--- config.mk ---
export PLATFORM = sky130hd
export DESIGN_NAME = nn_bram_biu
export DESIGN_NICKNAME = d
export VERILOG_FILES = /design/src/rtl/nn_bram_biu.sv
export SDC_FILE = /design/constraint.sdc
export NUM_CORES = 1
export LEC_CHECK = 0
export ABC_AREA = 0
export BUFFER_PORTS_ARGS = -buffer_cell sky130_fd_sc_hd__buf_2
export CORE_UTILIZATION = 47
export CTS_BUF_LIST = sky130_fd_sc_hd__clkbuf_4 sky130_fd_sc_hd__clkbuf_8 sky130_fd_sc_hd__clkbuf_16
export CTS_CLUSTER_DIAMETER = 40
export DETAILED_ROUTE_END_ITERATION = 10
export GPL_ROUTABILITY_DRIVEN = 0
export HOLD_SLACK_MARGIN = 0.02
export PLACE_DENSITY = 0.89
export SLEW_MARGIN = 40
export SYNTH_ARGS = -nofsm -noshare
export SYNTH_HDL_FRONTEND = slang
export SYNTH_SLANG_ARGS = --single-unit
--- constraint.sdc ---
create_clock -name nn_clk -period 2.3 [get_ports nn_clk]
set_input_delay 0.345 -clock nn_clk [delete_from_list [all_inputs] [get_ports nn_clk]]
set_output_delay 0.345 -clock nn_clk [all_outputs]
set_load 0.1 [all_outputs]
--- src/rtl/nn_bram_biu.sv ---
//------------------------------------------------------------------------------
// nn_bram_biu
//
// Bus-interface unit between the NN sequencer and the single-port weight/input
// BRAM. Sequencer single-word reads (level start / complete handshake) and host
// single-word writes (level request / one-cycle ack) are arbitrated onto one
// synchronous BRAM with a fixed read latency. Reads win a same-cycle collision;
// a write is never allowed to preempt a read that is already in flight.
//
// Requests whose address has any bit set above the physical BRAM address width
// raise the sticky biu_addr_err flag and never touch the BRAM. Such a read still
// completes with the normal latency and returns zero, so the sequencer cannot
// hang; such a write still receives its ack.
//
// Parameters
//   DATA_BIT_NUM    BRAM word width / NN datum width
//   BRAM_ADDR_BIT   width of request addresses (sequencer and host)
//   BRAM_DEPTH_BIT  physical BRAM word-address width
//   BRAM_RD_LAT     cycles from read enable to valid bram_rdata (1..7)
//
// Ports
//   nn_clk, nn_rst_n   clock (posedge) and asynchronous active-low reset
//   nn_start_read      sequencer read request, held until bram_complete is seen
//   nn_bram_addr       sequencer word address, sampled on acceptance
//   nn_bram_read_data  read data, stable while bram_complete is high
//   bram_complete      read done, held until nn_start_read is sampled low
//   host_wr_req        host write request, held until host_wr_ack
//   host_wr_addr       host word address, sampled on acceptance
//   host_wr_data       host write data, sampled on acceptance
//   host_wr_ack        one-cycle pulse when the write is issued
//   biu_addr_err       sticky out-of-range request flag
//   bram_en, bram_we   BRAM enable / write enable
//   bram_addr          BRAM word address
//   bram_wdata         BRAM write data
//   bram_rdata         BRAM read data, valid BRAM_RD_LAT cycles after read enable
//------------------------------------------------------------------------------
`timescale 1ns/1ps

module nn_bram_biu #(
   parameter int DATA_BIT_NUM   = 16,
   parameter int BRAM_ADDR_BIT  = 32,
   parameter int BRAM_DEPTH_BIT = 12,
   parameter int BRAM_RD_LAT    = 2
) (
   input  logic                      nn_clk,
   input  logic                      nn_rst_n,
   // sequencer read port
   input  logic                      nn_start_read,
   input  logic [BRAM_ADDR_BIT-1:0]  nn_bram_addr,
   output logic [DATA_BIT_NUM-1:0]   nn_bram_read_data,
   output logic                      bram_complete,
   // host write port
   input  logic                      host_wr_req,
   input  logic [BRAM_ADDR_BIT-1:0]  host_wr_addr,
   input  logic [DATA_BIT_NUM-1:0]   host_wr_data,
   output logic                      host_wr_ack,
   // status
   output logic                      biu_addr_err,
   // BRAM port
   output logic                      bram_en,
   output logic                      bram_we,
   output logic [BRAM_DEPTH_BIT-1:0] bram_addr,
   output logic [DATA_BIT_NUM-1:0]   bram_wdata,
   input  logic [DATA_BIT_NUM-1:0]   bram_rdata
);

   typedef enum logic [2:0] {
      IDLE,
      RD_ISSUE,
      RD_WAIT,
      RD_DONE,
      WR_ISSUE
   } state_t;

   // Latency counter is 3 bits wide, which covers the legal 1..7 range.
   localparam logic [2:0] RD_LAT_L = 3'(BRAM_RD_LAT);

   state_t     state;
   logic [2:0] lat_cnt;
   logic       rd_oor_q;   // accepted read was out of range: return zero
   logic       rd_oor;
   logic       wr_oor;

   // Out-of-range detection on the live request addresses; only consulted in
   // IDLE on the accepting edge, so later address changes have no effect.
   // NOTE: every always_comb output gets a value on every path, so no latch is inferred.
   always_comb begin
      rd_oor = |nn_bram_addr[BRAM_ADDR_BIT-1:BRAM_DEPTH_BIT];
      wr_oor = |host_wr_addr[BRAM_ADDR_BIT-1:BRAM_DEPTH_BIT];
   end

   // Single registered FSM: every output is a flop, loaded on the edge that
   // enters the state in which it must be visible.
   // NOTE: state and outputs use non-blocking assignments so all flops update together on the edge.
   always_ff @(posedge nn_clk or negedge nn_rst_n) begin
      if (!nn_rst_n) begin
         state             <= IDLE;
         lat_cnt           <= '0;
         rd_oor_q          <= 1'b0;
         nn_bram_read_data <= '0;
         bram_complete     <= 1'b0;
         host_wr_ack       <= 1'b0;
         biu_addr_err      <= 1'b0;
         bram_en           <= 1'b0;
         bram_we           <= 1'b0;
         bram_addr         <= '0;
         bram_wdata        <= '0;
      end else begin
         case (state)
            IDLE: begin
               if (nn_start_read) begin
                  // Read has priority; a pending host write simply waits.
                  state     <= RD_ISSUE;
                  rd_oor_q  <= rd_oor;
                  bram_en   <= ~rd_oor;
                  bram_we   <= 1'b0;
                  bram_addr <= nn_bram_addr[BRAM_DEPTH_BIT-1:0];
                  if (rd_oor) begin
                     biu_addr_err <= 1'b1;
                  end
               end else if (host_wr_req) begin
                  state       <= WR_ISSUE;
                  bram_en     <= ~wr_oor;
                  bram_we     <= ~wr_oor;
                  bram_addr   <= host_wr_addr[BRAM_DEPTH_BIT-1:0];
                  bram_wdata  <= host_wr_data;
                  host_wr_ack <= 1'b1;
                  if (wr_oor) begin
                     biu_addr_err <= 1'b1;
                  end
               end
            end

            RD_ISSUE: begin
               // Enable was visible for exactly this one cycle.
               bram_en   <= 1'b0;
               bram_addr <= '0;
               lat_cnt   <= RD_LAT_L;
               state     <= RD_WAIT;
            end

            RD_WAIT: begin
               // Counter reaching 1 lines up with bram_rdata becoming valid.
               if (lat_cnt == 3'd1) begin
                  nn_bram_read_data <= rd_oor_q ? '0 : bram_rdata;
                  bram_complete     <= 1'b1;
                  lat_cnt           <= '0;
                  state             <= RD_DONE;
               end else begin
                  lat_cnt <= lat_cnt - 3'd1;
               end
            end

            RD_DONE: begin
               // Hold completion until the sequencer drops its request; the
               // data register keeps its value until the next capture.
               if (!nn_start_read) begin
                  bram_complete <= 1'b0;
                  state         <= IDLE;
               end
            end

            WR_ISSUE: begin
               bram_en     <= 1'b0;
               bram_we     <= 1'b0;
               bram_addr   <= '0;
               bram_wdata  <= '0;
               host_wr_ack <= 1'b0;
               state       <= IDLE;
            end

            default: begin
               state         <= IDLE;
               bram_en       <= 1'b0;
               bram_we       <= 1'b0;
               bram_complete <= 1'b0;
               host_wr_ack   <= 1'b0;
            end
         endcase
      end
   end

   // Protocol invariants tying the registered outputs to the state they belong to.
   a_en_only_in_issue : assert property (@(posedge nn_clk) disable iff (!nn_rst_n)
      bram_en |-> (state == RD_ISSUE || state == WR_ISSUE));
   a_we_only_in_write : assert property (@(posedge nn_clk) disable iff (!nn_rst_n)
      bram_we |-> (state == WR_ISSUE));
   a_ack_only_in_write : assert property (@(posedge nn_clk) disable iff (!nn_rst_n)
      host_wr_ack |-> (state == WR_ISSUE));
   a_complete_in_done : assert property (@(posedge nn_clk) disable iff (!nn_rst_n)
      bram_complete |-> (state == RD_DONE));

endmodule
### Word level (Yosys, flattened, before mapping)

Index checks and enable logic that the tools add are counted.

* ROM bits: 0
* flip-flop bits (word level): 56
* latch bits: 0
* memories kept: 0
* bits of input ports: 100
* RAM bits: 0

* magnitude comparators: 0
* multiply operators: 0
* divide/modulo/power cells: 0
* shift operators: 0
* bitwise operators: 5
* eq/ne operators: 11
* $add $sub $neg: 1
* mux-type cells: 29
* reduce and logical (&&, ||, !) cells: 22

Operators by type and width (number)
* 16-bit two-way mux: 3
* 20-bit OR reduction: 2
* 16-bit case mux with 2 select lines: 1
* 12-bit two-way mux: 2
* 12-bit case mux with 2 select lines: 1
* 3-bit two-way mux: 5
* 3-bit case mux with 4 select lines: 1
* 3-bit AND reduction: 4
* 1-bit two-way mux: 11
* 2-bit AND reduction: 5
* 2-bit nonzero test: 5
* 2-bit != test (second input constant): 4
* 3-bit by 1-bit equality test with 1-bit output (second input constant): 2
* 3-bit by 2-bit equality test with 1-bit output (second input constant): 2
* 1-bit case mux with 2 select lines: 3
* 3-bit case mux with 2 select lines: 1
* 3-bit OR reduction: 2
* 1-bit NOT: 5
* 4-bit AND reduction: 1
* 2-bit OR reduction: 2
* 3-bit equality test (second input constant): 1
* 3-bit logical NOT: 1
* 3-bit != test (second input constant): 1
* 1-bit case mux with 3 select lines: 1
* 2 further kinds: 2

### Depth between registers and ports, before layout

Gate-level depths: netlist (run 1).

* depth after elaboration: 5
* gate-level depth with buffers: 6
* gate-level depth less buffers: 5

### Worst setup path after synthesis (run 1)

Ideal clock, no wire load.

* path kind: input to register
* start point: input nn_bram_addr[25]
* end point: register biu_addr_err
* data required time: 2.179 ns
* setup slack: 0.794 ns
* arrival: 1.385 ns
* buffers on the path: 0
* stages on the path: 4
* setup time: 0.121 ns
* cell sequence: or4_1 nor4_1 nand4_1 a31o_1

* cells in the longest elaborated chain, start to end: 3

Ends and longest elaborated chain
* start: declaration: RTL line 49 `input logic [BRAM_ADDR_BIT-1:0] nn_bram_addr,`
* 20-bit OR reduction: RTL line 88 `rd_oor = |nn_bram_addr[BRAM_ADDR_BIT-1:BRAM_DEPTH_BIT];`
* 2-bit by 1-bit != test with 1-bit output (no line)
* 4-bit AND reduction (no line)
* end signal: assignment: RTL line 103 `biu_addr_err <= 1'b0;`
* end signal: assignment: RTL line 119 `biu_addr_err <= 1'b1;`
* end signal: assignment: RTL line 129 `biu_addr_err <= 1'b1;`
* end: declaration: RTL line 58 `output logic biu_addr_err,`

Every way passes these cells.
A chain may end at the register's enable or synchronous reset.

### Final worst setup path (run 1)

* start point: register state[0]
* end point: register bram_addr[8]

* cells in the longest elaborated chain, start to end: 4
* elaborated cells on any way between the ends: 8

Ends and longest elaborated chain
* start: declaration: RTL line 78 `state_t state;`
* start signal: assignment: RTL line 97 `state <= IDLE;`
* start signal: assignment: RTL line 113 `state <= RD_ISSUE;`
* start signal: assignment: RTL line 122 `state <= WR_ISSUE;`
* 3-bit by 1-bit equality test with 1-bit output / 3-bit equality test (equally long branches): RTL line 109 `case (state)`
* 2-bit OR reduction (no line)
* 2-bit nonzero test (no line)
* 2-bit AND reduction (no line)
* end signal: assignment: RTL line 117 `bram_addr <= nn_bram_addr[BRAM_DEPTH_BIT-1:0];`
* end signal: assignment: RTL line 125 `bram_addr <= host_wr_addr[BRAM_DEPTH_BIT-1:0];`
* end: declaration: RTL line 62 `output logic [BRAM_DEPTH_BIT-1:0] bram_addr,`

Several ways; a longest one is shown, not always the timed one.

==> metrics.cfg, run 1 <==
[detailed_routing]
drcViolationCount=0
drtPass1Iterations=4
vias=2502
drt-initial-drc-count=71
ant_nets=0
wl_per_cell_um=12.81
wl_mm=6.315
routed_via_density=5.075

[worst_setup_path]
crit_type=reg2reg
start_kind=flop
worstPathArrival_ns=1.80
path_cells=or3_1, o211ai_2, buf_4, o31ai_1
crit_path_end_kind=flop
crit_slowest_cell=dfrtp_1
slowest_delay_ns=0.51
worstPathRequired_ns=2.45
path_max_fanout=24

[cts]
cts-root-buf=clkbuf_8
clkLatencyLatePin_ns=0.30
cts_buffer_depth=2
cts.hold.buffers_added=1
cts_tree=yes
cts_made_buffers=5
clock-sinks=56
htree_levels=2
cts_resized=0
clkTransAtPathRegs_ns=0.09
post-cts-setup-buffers=0

[floorplan]
die_w_um=76.43
pin_count=149
die_y_um=76.43
start_util_pct=50.02
row_count=26
fp.coreArea_um2=5205
dieArea_um2=5842

[finish]
diodes=0
multiInputGateArea_um2=1106
nets=524
ff_latch_area_um2=1401
fillCellCount=434
syn2layout_area_growth_pct=34.98
drive_gt1_share_pct=39.24

[global_routing]
grt.overflow.total=0
grt_use_total_pct=22.24
grt_pass1_vias=2434
antenna_found_initial=0
grt_max_degree=34
grt_pass1_wl_mm=10.45

[timing]
finalWorstSetupSlack_ns=0.6428
fmax_mhz=603.4
finalMaxSlewViolations=0
tns_ns=0
setup_viol=0
period_minus_slack_ns=1.657
rsz0062_at_grt=false
period_share_pct=72.05
maxSlewHeadroom_pct=44.88
clock_skew_ns=0.008693
final_hold_viol_count=0
tightestPinTransition_ns=0.8237

[synth]
ys_top_cells_by_area=dfrtp_1 (54%), nand2_1 (9.5%), o21ai_0 (7.5%)
synth_cells=276
synth_seq_cells=56
synth_xor_area_share_pct=0.3364
synthSimpleGateAreaFrac_pct=20.86
ys_async_sr_fraction_pct=100.0
synth_seq_area_share_pct=53.82
yosysTopAreaCell=dfrtp_1
syn-num-nets=378
synthDominantCellAreaShare_pct=53.82
avgSynthCellArea_um2=9.434
ys_types=37
synth_compound_area_share_pct=15.71
synth_top_family_by_area=simple AND/OR/NAND/NOR gates
yosysWarnings=0
synth-edff-count=0
synthAdderAreaFrac_pct=0.9611
synth.most_common_cell=nand2_1
synth_top_flop_cell=dfrtp_1
synth_common_cells=nand2_1 (66), dfrtp_1 (56), o21ai_0 (39)
synth_area_um2=2604
synth_mux_area_share_pct=4.613

[hold_path]
hp-class=in2reg

[run]
max-cap-violations=0

[status]
status=finished clean

[placed_design]
dp_hpwl_mm=4.960
io_buffers=148
dp_worst_setup_slack_ns=0.5871

[registers in the layout, indices dropped and copies added, names as in the netlist]
register,count
bram_addr,12
host_wr_ack,1
bram_wdata,16
bram_en,1
bram_complete,1
lat_cnt,3
state,3
nn_bram_read_data,16
biu_addr_err,1
rd_oor_q,1
bram_we,1
[path summary, 6_finish.rpt]
kind                                                from  slack (ns)                                to  cells past startpoint
min in group asynchronous                       nn_rst_n        0.49         bram_wdata[3]$_DFFE_PN0P_                      2
worst max register to register      state[0]$_DFFE_PN0P_        0.64          bram_addr[8]$_DFFE_PN0P_                      4
worst max-delay path                state[0]$_DFFE_PN0P_        0.64          bram_addr[8]$_DFFE_PN0P_                      4
max in group asynchronous                       nn_rst_n        1.16  nn_bram_read_data[7]$_DFFE_PN0P_                      3
worst min-delay path                    host_wr_data[13]        0.28        bram_wdata[13]$_DFFE_PN0P_                      3
worst min register to register  bram_addr[0]$_DFFE_PN0P_        0.48          bram_addr[0]$_DFFE_PN0P_                      2
[worst max-delay path: cells and delay by family, from the launching register on]
| family | cells | cell delay, ns |
|---|---|---|
| AO/OA/AOI/OAI | 2 | 0.28 |
| buffers and inverters | 1 | 0.27 |
| flip-flops | 1 | 0.51 |
| AND/OR/NAND/NOR | 1 | 0.45 |
[stage by stage]
stage / instances / instance area, µm² / hold slack (ns) / utilization, %
final: 493 / 3515 / 0.2787 / 67.52
after global routing: 493 / 3515 / 0.2888 / 67.52
after CTS: 493 / 3515 / 0.2722 / 67.52
after detailed placement: 484 / 3407 / 0.2696 / 65.46
after global placement: 484 / 3407 / 0.2611 / 65.46
after floorplan: 276 / 2604 / 0.04941 / -
[logic make-up (layout without fill, tap and decap cells)]
| group | after synthesis | count (layout) |
|---|---|---|
| XOR/XNOR | 1 | 1 |
| AND/OR/NAND/NOR | 115 | 115 |
| multiplexers | 12 | 12 |
| adder cells (fa/ha/maj) | 2 | 2 |
| buffers and inverters | 22 | 169 |
| flip-flops | 56 | 56 |
| AO/OA/AOI/OAI | 68 | 68 |
[routing by layer]
metal,share of wire (%),global-route usage [%],vias to the layer above
met5,0,0,-
met4,0.57,6.538,0
met3,4.8,2.874,2
met2,53,42.97,99
met1,41,25.24,1156
li1,-,-,1245
[layout by cell type (no fill, tap or decap), types with 2 or more instances in the layout]
| master | netlist | routed |
|---|---|---|
| nand2_1 | 66 | 66 |
| buf_4 | 0 | 7 |
| mux2i_1 | 12 | 12 |
| ha_1 | 2 | 2 |
| buf_2 | 5 | 148 |
| dfrtp_1 | 56 | 56 |
| a21oi_1 | 6 | 6 |
| nor2b_1 | 2 | 2 |
| nor3_1 | 3 | 3 |
| o31ai_1 | 13 | 13 |
| or3_1 | 2 | 2 |
| clkbuf_4 | 0 | 2 |
| o21ai_0 | 39 | 38 |
| clkbuf_8 | 0 | 6 |
| nor4_1 | 7 | 7 |
| inv_1 | 5 | 5 |
| nand2b_1 | 18 | 18 |
| nor2_1 | 8 | 8 |
| or4_1 | 2 | 2 |
[layout make-up]
cell class	instances	share of cell area (%)
tap	70	2.492
clock buffer	8	2.777
timing repair buffer	156	22.86
inverter	5	0.5340
sequential	56	39.87
multi-input combinational	198	31.47
Power of run 1 is left out: the tool's default activity adds up to more than one toggle a clock period on the data nets, which glitch-free logic cannot reach.
==> run 2, diff against run 1 <==
Settings changed: CORE_UTILIZATION 47 to 44, PLACE_DENSITY 0.89 to 0.84.
Clock period 2.3 ns to 1.6 ns, I/O delays scaled along.
==> run 2 against run 1 <==
Net effect: die area up 6.6%; sequential share of layout area down 0.89 points; clock skew down 0.0038 ns; flip-flop and latch count unchanged; critical path type unchanged.
==> metrics.cfg, run 2 (same netlist as run 1, synthesis figures left out) <==
[cts]
cts-root-buf=clkbuf_8
cts_made_buffers=5
cts_tree=yes
clkTransAtPathRegs_ns=0.09
post-cts-setup-buffers=0
clock-sinks=56
clkLatencyLatePin_ns=0.30
htree_levels=2
cts_buffer_depth=2

[detailed_routing]
drt-initial-drc-count=53
wl_mm=6.089
wl_per_cell_um=12.28
ant_nets=0
vias=2459
drcViolationCount=0
drtPass1Iterations=4
routed_via_density=4.958

[timing]
period_minus_slack_ns=1.511
clock_skew_ns=0.004900
tightestPinTransition_ns=0.5028
setup_viol=0
fmax_mhz=661.9
tns_ns=0
maxSlewHeadroom_pct=66.44
rsz0062_at_grt=true
final_hold_viol_count=0
period_share_pct=94.43
finalMaxSlewViolations=0

[global_routing]
grt_max_degree=57
grt_use_total_pct=20.56
grt.overflow.total=0
grt_pass1_vias=2341
antenna_found_initial=0
grt_pass1_wl_mm=10.07

[finish]
nets=527
final_common_cell=buf_2
reg.largest.list=bram_wdata: 16 flops, nn_bram_read_data: 16 flops, bram_addr: 12 flops
diodes=0
drive_gt1_share_pct=40.09
syn2layout_area_growth_pct=38.20
layout_common_cells=buf_2 (148), nand2_1 (66), dfrtp_1 (55)

[placed_design]
dp_hpwl_mm=4.681
io_buffers=148

[floorplan]
fp.coreArea_um2=5608
pin_count=149
die_y_um=78.93
die_w_um=78.93
dieArea_um2=6229
start_util_pct=46.43
row_count=27

[worst_setup_path]
crit_type=reg2reg
start_kind=flop
worstPathRequired_ns=1.80
crit_path_end_kind=flop
path_max_fanout=24
worstPathArrival_ns=1.71

[run]
max-cap-violations=0

[hold_path]
hp-class=in2reg

[status]
status=finished clean

==> run 2: changes by cell type in the layout (fill, tap and decap cells not counted), sizes merged <==
cell	before	now
clkbuf	8	5
bufinv	0	1
buf	155	158
==> run 2: final timing paths <==
check	start	endpoint	slack (ns)	cells after the start
min in group asynchronous	nn_rst_n	nn_bram_read_data[1]$_DFFE_PN0P_	0.48	3
hold reg to reg	bram_addr[3]$_DFFE_PN0P_	bram_addr[3]$_DFFE_PN0P_	0.48	2
hold / removal	host_wr_data[13]	bram_wdata[13]$_DFFE_PN0P_	0.17	3
max in group asynchronous	nn_rst_n	state[0]$_DFFE_PN0P_	0.88	3
setup reg to reg	state[0]$_DFFE_PN0P_	bram_addr[10]$_DFFE_PN0P_	0.09	5
setup / recovery	state[0]$_DFFE_PN0P_	bram_addr[10]$_DFFE_PN0P_	0.09	5
==> run 2: layout make-up <==
class / instances / area [µm²]
Fill cell: 495 / 2009
Sequential cell: 56 / 1403
Multi-Input combinational cell: 198 / 1112
Timing Repair Buffer: 159 / 875.8
Tap cell: 72 / 90.09
Clock buffer: 5 / 68.82
Clock inverter: 1 / 30.03
Inverter: 5 / 18.77
==> run 2: stage by stage <==
stage          util, %  worst slack [ns]  hold WS, ns  instances  area (µm²)
2_1_floorplan        -            0.1467     -0.05559        276        2604
3_3_place_gp     62.16           0.03946       0.2603        489        3486
3_5_place_dp     62.16           0.03089       0.2614        489        3486
4_1_cts          64.10           0.03848       0.1636        496        3595
5_1_grt          64.17          -0.03084       0.1596        496        3598
6_report         64.17           0.08912       0.1744        496        3598
==> run 2: critical path, stage by stage, from the launching register on <==
cell	delay (ns)
dfrtp_2	0.47
or3_1	0.41
o211ai_2	0.20
buf_12	0.18
nand2_1	0.07
o31ai_1	0.07
==> run 2: repair_timing <==
item                                    CTS  global route
endpoints found under the setup margin    0            18
hold endpoints to repair                 56             0
hold buffers                              1             0
resized for setup                         0             2
==> run 2: metal layers <==
layer	global-route usage, %	vias up	wire length, µm
met5	0	-	0
met3	3.678	7	348
li1	-	1249	-
met1	22.83	1104	2555
met2	39.91	99	3113
met4	5.455	0	72
Power of run 2 is left out for the same reason.
